[config.mk]
export PLATFORM = sky130hd
export DESIGN_NAME = axis_rr_arb_4to1
export DESIGN_NICKNAME = d
export VERILOG_FILES = /design/src/rtl/axis_arb_pkg.sv /design/src/rtl/rr_pick4.sv /design/src/rtl/axis_rr_arb_4to1.sv
export SDC_FILE = /design/constraint.sdc
export NUM_CORES = 1
export LEC_CHECK = 0
export ABC_AREA = 1
export CORE_AREA = 10 10 59 61
export DETAILED_ROUTE_END_ITERATION = 10
export DIE_AREA = 0 0 69 71
export PLACE_DENSITY_LB_ADDON = 0.1
export SYNTH_ARGS = -nofsm -noshare
export SYNTH_HDL_FRONTEND = slang
export SYNTH_SLANG_ARGS = --single-unit
[constraint.sdc]
create_clock -name clk -period 5.85 [get_ports clk]
set_input_delay 1.17 -clock clk [delete_from_list [all_inputs] [get_ports clk]]
set_output_delay 1.17 -clock clk [all_outputs]
set_load 0.005 [all_outputs]
[src/rtl/axis_arb_pkg.sv]
// Shared types and constants for the 4:1 AXI-Stream round-robin arbiter.
package axis_arb_pkg;

  localparam int N_REQ = 4;

  typedef logic [1:0] sel_t;

  typedef enum logic {
    IDLE = 1'b0,
    LOCK = 1'b1
  } arb_state_t;

endpackage

[src/rtl/rr_pick4.sv]
// Combinational rotating-priority picker: first set bit of eff_req
// scanning ptr, ptr+1, ... with wrap-around.
module rr_pick4
  import axis_arb_pkg::*;
(
  input  logic [N_REQ-1:0] eff_req,
  input  sel_t             ptr,
  output sel_t             winner,
  output logic             any
);

  sel_t w_idx;

  // Scan from the farthest slot back toward ptr so the nearest hit wins.
  always_comb begin
    winner = ptr;
    w_idx  = ptr;
    for (int k = N_REQ - 1; k >= 0; k--) begin
      w_idx = ptr + sel_t'(k);
      if (eff_req[w_idx]) winner = w_idx;
    end
  end

  assign any = |eff_req;

endmodule

[src/rtl/axis_rr_arb_4to1.sv]
// Packet-aware round-robin arbiter driving the sel of a 4:1 AXI-Stream mux.
// Locks sel from first beat to last beat (or MAX_BEATS), then rotates.
module axis_rr_arb_4to1
  import axis_arb_pkg::*;
#(
  parameter int MAX_BEATS = 256,
  parameter int CNT_W     = $clog2(MAX_BEATS + 1)
) (
  input  logic             clk,
  input  logic             rst_n,
  input  logic [N_REQ-1:0] req,
  input  logic [N_REQ-1:0] mask,
  input  logic             out_valid,
  input  logic             out_ready,
  input  logic             out_last,
  output sel_t             sel,
  output logic             gate,
  output logic             busy,
  output logic             timeout,
  output logic [CNT_W-1:0] beat_cnt
);

  arb_state_t       r_state;
  sel_t             r_ptr;
  sel_t             r_sel;
  logic             r_gate;
  logic             r_timeout;
  logic [CNT_W-1:0] r_cnt;

  logic [N_REQ-1:0] w_eff;
  sel_t             w_win;
  logic             w_any;
  logic             w_acc;
  logic             w_cap;
  logic             w_done;

  assign w_eff  = req & mask;
  // Acceptance only counts while the grant is active; stray valids are ignored.
  assign w_acc  = r_gate & out_valid & out_ready;
  assign w_cap  = (r_cnt == CNT_W'(MAX_BEATS - 1));
  assign w_done = w_acc & (out_last | w_cap);

  rr_pick4 u_pick (
    .eff_req (w_eff),
    .ptr     (r_ptr),
    .winner  (w_win),
    .any     (w_any)
  );

  // Grant/lock state machine, priority pointer and beat counter.
  always_ff @(posedge clk or negedge rst_n) begin
    if (!rst_n) begin
      r_state   <= IDLE;
      r_ptr     <= '0;
      r_sel     <= '0;
      r_gate    <= 1'b0;
      r_timeout <= 1'b0;
      r_cnt     <= '0;
    end else begin
      r_timeout <= 1'b0;
      case (r_state)
        IDLE: begin
          if (w_any) begin
            r_sel   <= w_win;
            r_gate  <= 1'b1;
            r_state <= LOCK;
            r_cnt   <= '0;
          end
        end
        LOCK: begin
          if (w_done) begin
            r_gate    <= 1'b0;
            r_state   <= IDLE;
            r_ptr     <= r_sel + sel_t'(1);
            r_cnt     <= '0;
            r_timeout <= ~out_last;
          end else if (w_acc) begin
            r_cnt <= r_cnt + CNT_W'(1);
          end
        end
        default: r_state <= IDLE;
      endcase
    end
  end

  assign sel      = r_sel;
  assign gate     = r_gate;
  assign busy     = r_gate;
  assign timeout  = r_timeout;
  assign beat_cnt = r_cnt;

endmodule

Word level (Yosys, flattened, before mapping). Index checks and enable logic that the tools add are counted.

Register bits after elaboration: 16. Input port bits: 13. Output and inout bits: 14. Logic and storage cells: 55.

Add/subtract/negate cells: 5. Order comparisons: 4. Equal/unequal tests: 4. Muxes and demuxes: 24. Bitwise gates (word level): 7. Reduce and logical (&&, ||, !) cells: 5.

Operator list (count): two-way mux 9 bit (3); one-hot mux 9 bit (2 select lines) (1); less-than comparator 2 x 3 -> 1 bit (second input constant) (4); two-way mux 1 bit (10); adder 9 x 1 -> 9 bit (second input constant) (1); equality test 9 x 8 -> 1 bit (second input constant) (1); binary-select mux 1 bit (select 2 bit) (4); two-way mux 2 bit (4); AND reduction 2 bit (4); adder 2 x 1 -> 2 bit (second input constant) (2); adder 2 bit (second input constant) (2); AND 4 bit (1); inequality test 2 x 1 -> 1 bit (second input constant) (2); one-hot mux 1 bit (2 select lines) (2); OR reduction 4 bit (1); AND 1 bit (3); inequality test 3 x 1 -> 1 bit (second input constant) (1); inverter 1 bit (2); OR 1 bit (1).

Longest topological paths before layout. Gate-level depths: netlist of the first run.

Depth after elaboration: 7. Mapped depth: 13.

Cells and area by module. From an unflattened synthesis of the first run, not the netlist that was laid out.

Cell total of the unflattened synthesis: 156. Area total of the unflattened synthesis: 1067.3 um^2.

By module, submodules not included: axis_rr_arb_4to1 (times used 1, cells each 106, area an instance 849.6 um^2, sequential area each 400.4 um^2); rr_pick4 (times used 1, cells each 50, area an instance 217.7 um^2, sequential area each 0.0 um^2).

Least setup slack after synthesis of the first run. OpenSTA, ideal clock, no wires.

Kind: input to register. Start: input req[3]. End: register r_cnt[3] (netlist: beat_cnt[3]). Setup time: 0.119 ns. Arrival: 1.976 ns. Setup slack: 3.755 ns. Cell stages on the path: 7. Path buffers: 0. Cells stage by stage: nand2_1 -> nand2_1 -> o21ai_4 -> nand2_2 -> clkinv_2 -> nor2_1 -> o21a_1.

Cells in the longest elaborated chain, start to end: 4.

Ends and longest elaborated chain: start: declaration (line axis_rr_arb_4to1.sv:11) `input logic [N_REQ-1:0] req,`; AND 4 bit (line axis_rr_arb_4to1.sv:37) `assign w_eff = req & mask;`; OR reduction 4 bit (line rr_pick4.sv:24) `assign any = |eff_req;`; inequality test 2 x 1 -> 1 bit (no source line); AND reduction 2 bit (no source line); end signal: assignment (line axis_rr_arb_4to1.sv:78) `r_cnt <= r_cnt + CNT_W'(1);`; end: declaration (line axis_rr_arb_4to1.sv:28) `logic [CNT_W-1:0] r_cnt;`.

Every way passes these cells. A chain may end at the register's enable or synchronous reset.

Worst setup path after layout of the first run.
Start: register r_cnt[0] (netlist: beat_cnt[0]). End: output beat_cnt[0].

RTL lines: end: declaration (line axis_rr_arb_4to1.sv:20) `output logic [CNT_W-1:0] beat_cnt`.

No word-level cell between the ends.

==> flow_metrics.env, run 1 <==
export IMPL_worstSetupStartpoint="beat_cnt[0]$_DFFE_PN0P_"
export IMPL_syn_inst=141
export IMPL_place_inst=194
export IMPL_syn2layout_area_growth_pct=29.7
export IMPL_synth_warnings=0
export IMPL_timing_rr_start="beat_cnt[0]$_DFFE_PN0P_"
export IMPL_power_total_mw=0.202
export IMPL_io_pins=27
export IMPL_ant_nets=0
export IMPL_finalHoldViolCount=0
export IMPL_start_kind="flop"
export IMPL_path_delay_family="buffers and inverters"
export IMPL_grt_antenna_before_repair=0
export IMPL_status="finished, final reports clean"
export IMPL_multi_input_area_um2=509
export IMPL_floorplan_die_area_um2=4900
export IMPL_die_h_um=71
export IMPL_cp_buffers_inverters=1
export IMPL_num_vias=954
export IMPL_min_period_ns=2.41
export IMPL_grt_max_degree=17
export IMPL_synth_main_ff_cell="dfrtp_1"
export IMPL_hold_buffers=0
export IMPL_r2r_cells=13
export IMPL_power_leakage_nw=0.637
export IMPL_cts_made_buffers=3
export IMPL_grt_pass1_vias=1007
export IMPL_routabilityCongestion=0.824
export IMPL_cts_buffer_depth=2
export IMPL_critical_path_max_fanout=5
export IMPL_cap_viol_max_count=0
export IMPL_cts_tree="yes"
export IMPL_max_stage_delay_ns=0.53
export IMPL_layout_drive_gt1_share_pct=4.76
export IMPL_fill_cells=235
export IMPL_ys_seq_area_share_pct=39.5
export IMPL_cpMaxStageDelayCell="clkdlybuf4s50_1"
export IMPL_slew_violations=0
export IMPL_ys_types=24
export IMPL_whs_ns=0.530
export IMPL_max_slew_worst_pin_slew_ns=0.704
export IMPL_path_class="flop to primary output"
export IMPL_overflow=0
export IMPL_vias_per_cell=4.82
export IMPL_hpwlAfterDp_mm=1.94
export IMPL_p_per_area_nw_per_um2=154
export IMPL_final_util_pct=55.1
export IMPL_htree_levels=1
export IMPL_min_period_over_period_pct=41.2
export IMPL_end_kind="primary output"
export IMPL_routed_wl_met3_um=120
export IMPL_postCtsResizedCells=0
export IMPL_port_buffers=26
export IMPL_grt_util_all_layers_pct=9.93
export IMPL_dr_pass1_iters=4
export IMPL_ys_ff_latch=16
export IMPL_clk_latency_ns=0.28
export IMPL_wl_mm=2.38
export IMPL_clock_fmax_ghz=0.415
export IMPL_setup_viol=0
export IMPL_timing_rr_end="beat_cnt[6]$_DFFE_PN0P_"
export IMPL_maxSlewHeadroom_pct=52.9
export IMPL_rsz0062_at_grt="no"
export IMPL_final_common_cell="nand2_1"
export IMPL_final_cells=198
export IMPL_syn_area_um2=1010
export IMPL_post_cts_setup_buffer_count=0
export IMPL_avgSynthCellArea_um2=7.20
export IMPL_crit_chain="clkdlybuf4s50_1"
export IMPL_synthArstFlopShare_pct=100
export IMPL_crit_required_ns=4.68
export IMPL_fin_tns_setup_ns=0
export IMPL_layout_common_cells="nand2_1 (47), clkdlybuf4s50_1 (26), inv_1 (18), dfrtp_1 (16), nand3_1 (13)"
export IMPL_arrival_ns=1.24
export IMPL_clock_sinks=16
export IMPL_initial_utilization_pct=42.5
export IMPL_root_buffer="clkbuf_4"
export IMPL_path_depth=1
export IMPL_wl_per_cell_um=12.0
export IMPL_clk_pin_slew_ns=0.09
export IMPL_drt_met1_wl_um=897
export IMPL_wl_met2_mm=1.35
export IMPL_syn_nets=156
export IMPL_min_to="beat_cnt[8]$_DFFE_PN0P_"
export IMPL_grt_pass1_wl_mm=4.22
export IMPL_hold_path_class="flop to flop"
export IMPL_highest_layer="met4"
export IMPL_synth_edf_count=0
export IMPL_die_w_um=69
export IMPL_diodes=0
export IMPL_fin_nets=184
export IMPL_rows=18
export IMPL_core_area_um2=2390
export IMPL_skew_ns=0.00121
export IMPL_regToRegSetupSlack_ns=3.71
export IMPL_min_from="beat_cnt[8]$_DFFE_PN0P_"
export IMPL_whs_path_depth=2
export IMPL_register_area_um2=400
export IMPL_dr_first_iter_drc_count=54
export IMPL_drcViolationCount=0
export IMPL_ir_drop_mv=0.117
synth_stat cells (2+ instances only):
master	number	share of area, %
nand2_1	47	17
o21a_1	2	1.5
xor2_1	2	1.7
inv_1	18	6.7
nor2_1	12	4.4
ha_1	2	2.5
a31oi_1	2	1.2
nand3_1	13	6.4
dfrtp_1	16	39
o21ai_0	10	4.9
nand3b_1	2	1.5
nor3_1	2	0.99
a21oi_1	2	0.99
final cells by class:
type	instances	area share, %
clock buffers	4	2.76
inverters	19	5.51
multi-input cells	103	38.7
flip-flops and latches	16	30.4
well taps	30	2.85
repair buffers	26	19.8
routing by layer:
metal | GRT usage, % | vias to the layer above
met5 | 0 | -
met2 | 19.9 | 13
met1 | 8.92 | 439
met4 | 3.58 | 0
met3 | 3.35 | 2
li1 | - | 500
power breakdown:
group / internal [mW] / switching (mW)
combinational: 0.00999 / 0.00917
sequential: 0.111 / 0
clock: 0.0379 / 0.0349
total: 0.158 / 0.0440
sequential cells by signal (all words and copies together), names as in the netlist:
signal    cells
beat_cnt      9
busy          1
r_ptr         2
r_state       1
sel           2
timeout       1
logic make-up after synthesis:
| group | after synthesis | synth area share [%] |
|---|---|---|
| AND/OR/NAND/NOR | 78 | 31.9 |
| buffers and inverters | 22 | 10.4 |
| AO/OA/AOI/OAI | 19 | 11.6 |
| flip-flops | 16 | 39.5 |
| XOR/XNOR | 4 | 4.19 |
| adder cells (fa/ha/maj) | 2 | 2.47 |
metrics by stage:
step	instance area, um2	setup slack (ns)
final	1320	3.44
after detailed placement	1280	3.20
after global routing	1320	3.33
after CTS	1320	3.42
after global placement	1280	3.23
after floorplan	1010	3.76
how the worst max path moves through the flow:
stage,to
floorplan,beat_cnt[3]$_DFFE_PN0P_
global placement,beat_cnt[3]$_DFFE_PN0P_
detailed placement,beat_cnt[4]$_DFFE_PN0P_
CTS,beat_cnt[0]
global route,beat_cnt[6]$_DFFE_PN0P_
finish,beat_cnt[0]
No activity file was read; power rests on OpenSTA's default activity.
==> run 2, diff against run 1 <==
clock period = 2.4 ns   (was 5.85 ns; I/O delays follow)
==> run 2 against run 1 <==
- total power grew 130%
- first-iteration DRC count is 41% higher
- critical endpoint is now beat_cnt[6]$_DFFE_PN0P_
- global-route usage up 0.44 points
- largest power group unchanged
- setup slack worse by 3.1 ns
- combinational power up 140%
==> flow_metrics.env, run 2 (synthesis gave the netlist of run 1 again) <==
export IMPL_min_period_over_period_pct=87.8
export IMPL_layout_common_cells="nand2_1 (47), clkdlybuf4s50_1 (26), inv_1 (17), dfrtp_1 (16), nand3_1 (13)"
export IMPL_cap_viol_max_count=0
export IMPL_ir_drop_mv=0.368
export IMPL_cts_tree="yes"
export IMPL_path_class="flop to flop"
export IMPL_skew_ns=0.00634
export IMPL_fin_nets=184
export IMPL_layout_drive_gt1_share_pct=4.79
export IMPL_diodes=0
export IMPL_core_area_um2=2390
export IMPL_drcViolationCount=0
export IMPL_finalHoldViolCount=0
export IMPL_min_period_ns=2.11
export IMPL_die_w_um=69
export IMPL_cts_made_buffers=3
export IMPL_fin_tns_setup_ns=0
export IMPL_fill_cells=247
export IMPL_p_int_mw=0.352
export IMPL_die_h_um=71
export IMPL_clk_latency_ns=0.28
export IMPL_initial_utilization_pct=42.5
export IMPL_max_slew_worst_pin_slew_ns=0.715
export IMPL_setup_viol=0
export IMPL_ant_nets=0
export IMPL_pwr_share_seq_pct=58.9
export IMPL_clock_fmax_ghz=0.474
export IMPL_power_leakage_nw=0.627
export IMPL_dr_first_iter_drc_count=76
export IMPL_status="finished, final reports clean"
export IMPL_maxSlewHeadroom_pct=52.2
export IMPL_root_buffer="clkbuf_4"
export IMPL_clock_sinks=16
export IMPL_switching_share_pct=23.0
export IMPL_hold_buffers=0
export IMPL_hpwlAfterDp_mm=1.94
export IMPL_grt_antenna_before_repair=0
export IMPL_grt_max_degree=17
export IMPL_wl_per_cell_um=12.3
export IMPL_arrival_ns=2.29
export IMPL_combinationalPowerShare_pct=10.2
export IMPL_wl_mm=2.41
export IMPL_grt_pass1_vias=1022
export IMPL_p_per_area_nw_per_um2=351
export IMPL_final_common_cell="nand2_1"
export IMPL_vias_per_cell=4.94
export IMPL_grt_pass1_wl_mm=4.41
export IMPL_routabilityCongestion=0.834
export IMPL_p_switching_mw=0.105
export IMPL_cts_buffer_depth=2
export IMPL_critical_path_max_fanout=7
export IMPL_io_pins=27
export IMPL_largest_reg_flops=9
export IMPL_start_kind="flop"
export IMPL_rsz0062_at_grt="no"
export IMPL_clk_pin_slew_ns=0.09
export IMPL_hold_path_class="flop to flop"
export IMPL_floorplan_die_area_um2=4900
export IMPL_end_kind="flop"
export IMPL_num_vias=973
export IMPL_port_buffers=26
export IMPL_overflow=0
export IMPL_crit_required_ns=2.58
export IMPL_power_total_mw=0.457
export IMPL_htree_levels=1
export IMPL_slew_violations=0
export IMPL_grt_util_all_layers_pct=10.4
export IMPL_power_frac_clock_pct=30.9
export IMPL_syn2layout_area_growth_pct=28.4
export IMPL_dr_pass1_iters=4
export IMPL_rows=18
run 2: path summary, 6_finish.rpt:
path,from,end,slack [ns],depth (start not counted)
worst max-delay path,beat_cnt[0]$_DFFE_PN0P_,beat_cnt[6]$_DFFE_PN0P_,0.29,13
worst min-delay path,sel[0]$_DFFE_PN0P_,r_ptr[0]$_DFFE_PN0P_,0.55,1
min in group asynchronous,rst_n,beat_cnt[7]$_DFFE_PN0P_,0.61,1
worst min register to register,sel[0]$_DFFE_PN0P_,r_ptr[0]$_DFFE_PN0P_,0.55,1
worst max register to register,beat_cnt[0]$_DFFE_PN0P_,beat_cnt[6]$_DFFE_PN0P_,0.29,13
max in group asynchronous,rst_n,beat_cnt[4]$_DFFE_PN0P_,1.33,1
run 2: stage by stage:
step	hold WS (ns)	cells	instance area, um2	worst slack (ns)	util [%]
global route	0.587	197	1300	0.0502	54.6
global placement	0.521	194	1280	0.274	53.6
floorplan	0.184	141	1010	0.528	-
detailed placement	0.531	194	1280	0.275	53.6
finish	0.549	197	1300	0.292	54.6
CTS	0.557	197	1300	0.248	54.6
run 2: critical path, cell delays in order (launching register included):
cell     delay [ns]
dfrtp_1        0.42
ha_1           0.21
nand3_1        0.11
nor2_1         0.18
nand2_1        0.10
nor3_1         0.15
ha_1           0.20
nor2_1         0.05
nor2_1         0.15
nor2_1         0.09
inv_2          0.10
a31oi_1        0.05
o21ai_0        0.15
inv_1          0.05
run 2: cell type report:
type                            count  area [um2]  share of cell area (%)
Multi-Input combinational cell    103         509                    39.1
Sequential cell                    16         400                    30.7
Timing Repair Buffer               26         260                    20.0
Inverter                           19        72.6                    5.57
Tap cell                           30        37.5                    2.88
Clock buffer                        3        22.5                    1.73
run 2: timing repair:
| item | CTS | global route |
|---|---|---|
| gates resized for setup | 0 | 1 |
| endpoints found under the setup margin | 0 | 3 |
| buffers inserted | 0 | 0 |
| endpoints found under the hold margin | 0 | 0 |
run 2: layer usage:
layer / global-route usage, % / routed length [um]
met5: 0 / 0
met3: 4.32 / 140
met4: 3.13 / 31
met1: 9.76 / 920
met2: 19.9 / 1320
run 2: power groups by stage:
stage / combinational [mW] / clock [mW] / sequential [mW]
2_1_floorplan: 0.0175 / 0 / 0.275
3_3_place_gp: 0.0461 / 0 / 0.275
3_5_place_dp: 0.0470 / 0 / 0.275
4_1_cts: 0.0472 / 0.147 / 0.269
5_1_grt: 0.0535 / 0.160 / 0.269
6_report: 0.0465 / 0.141 / 0.269
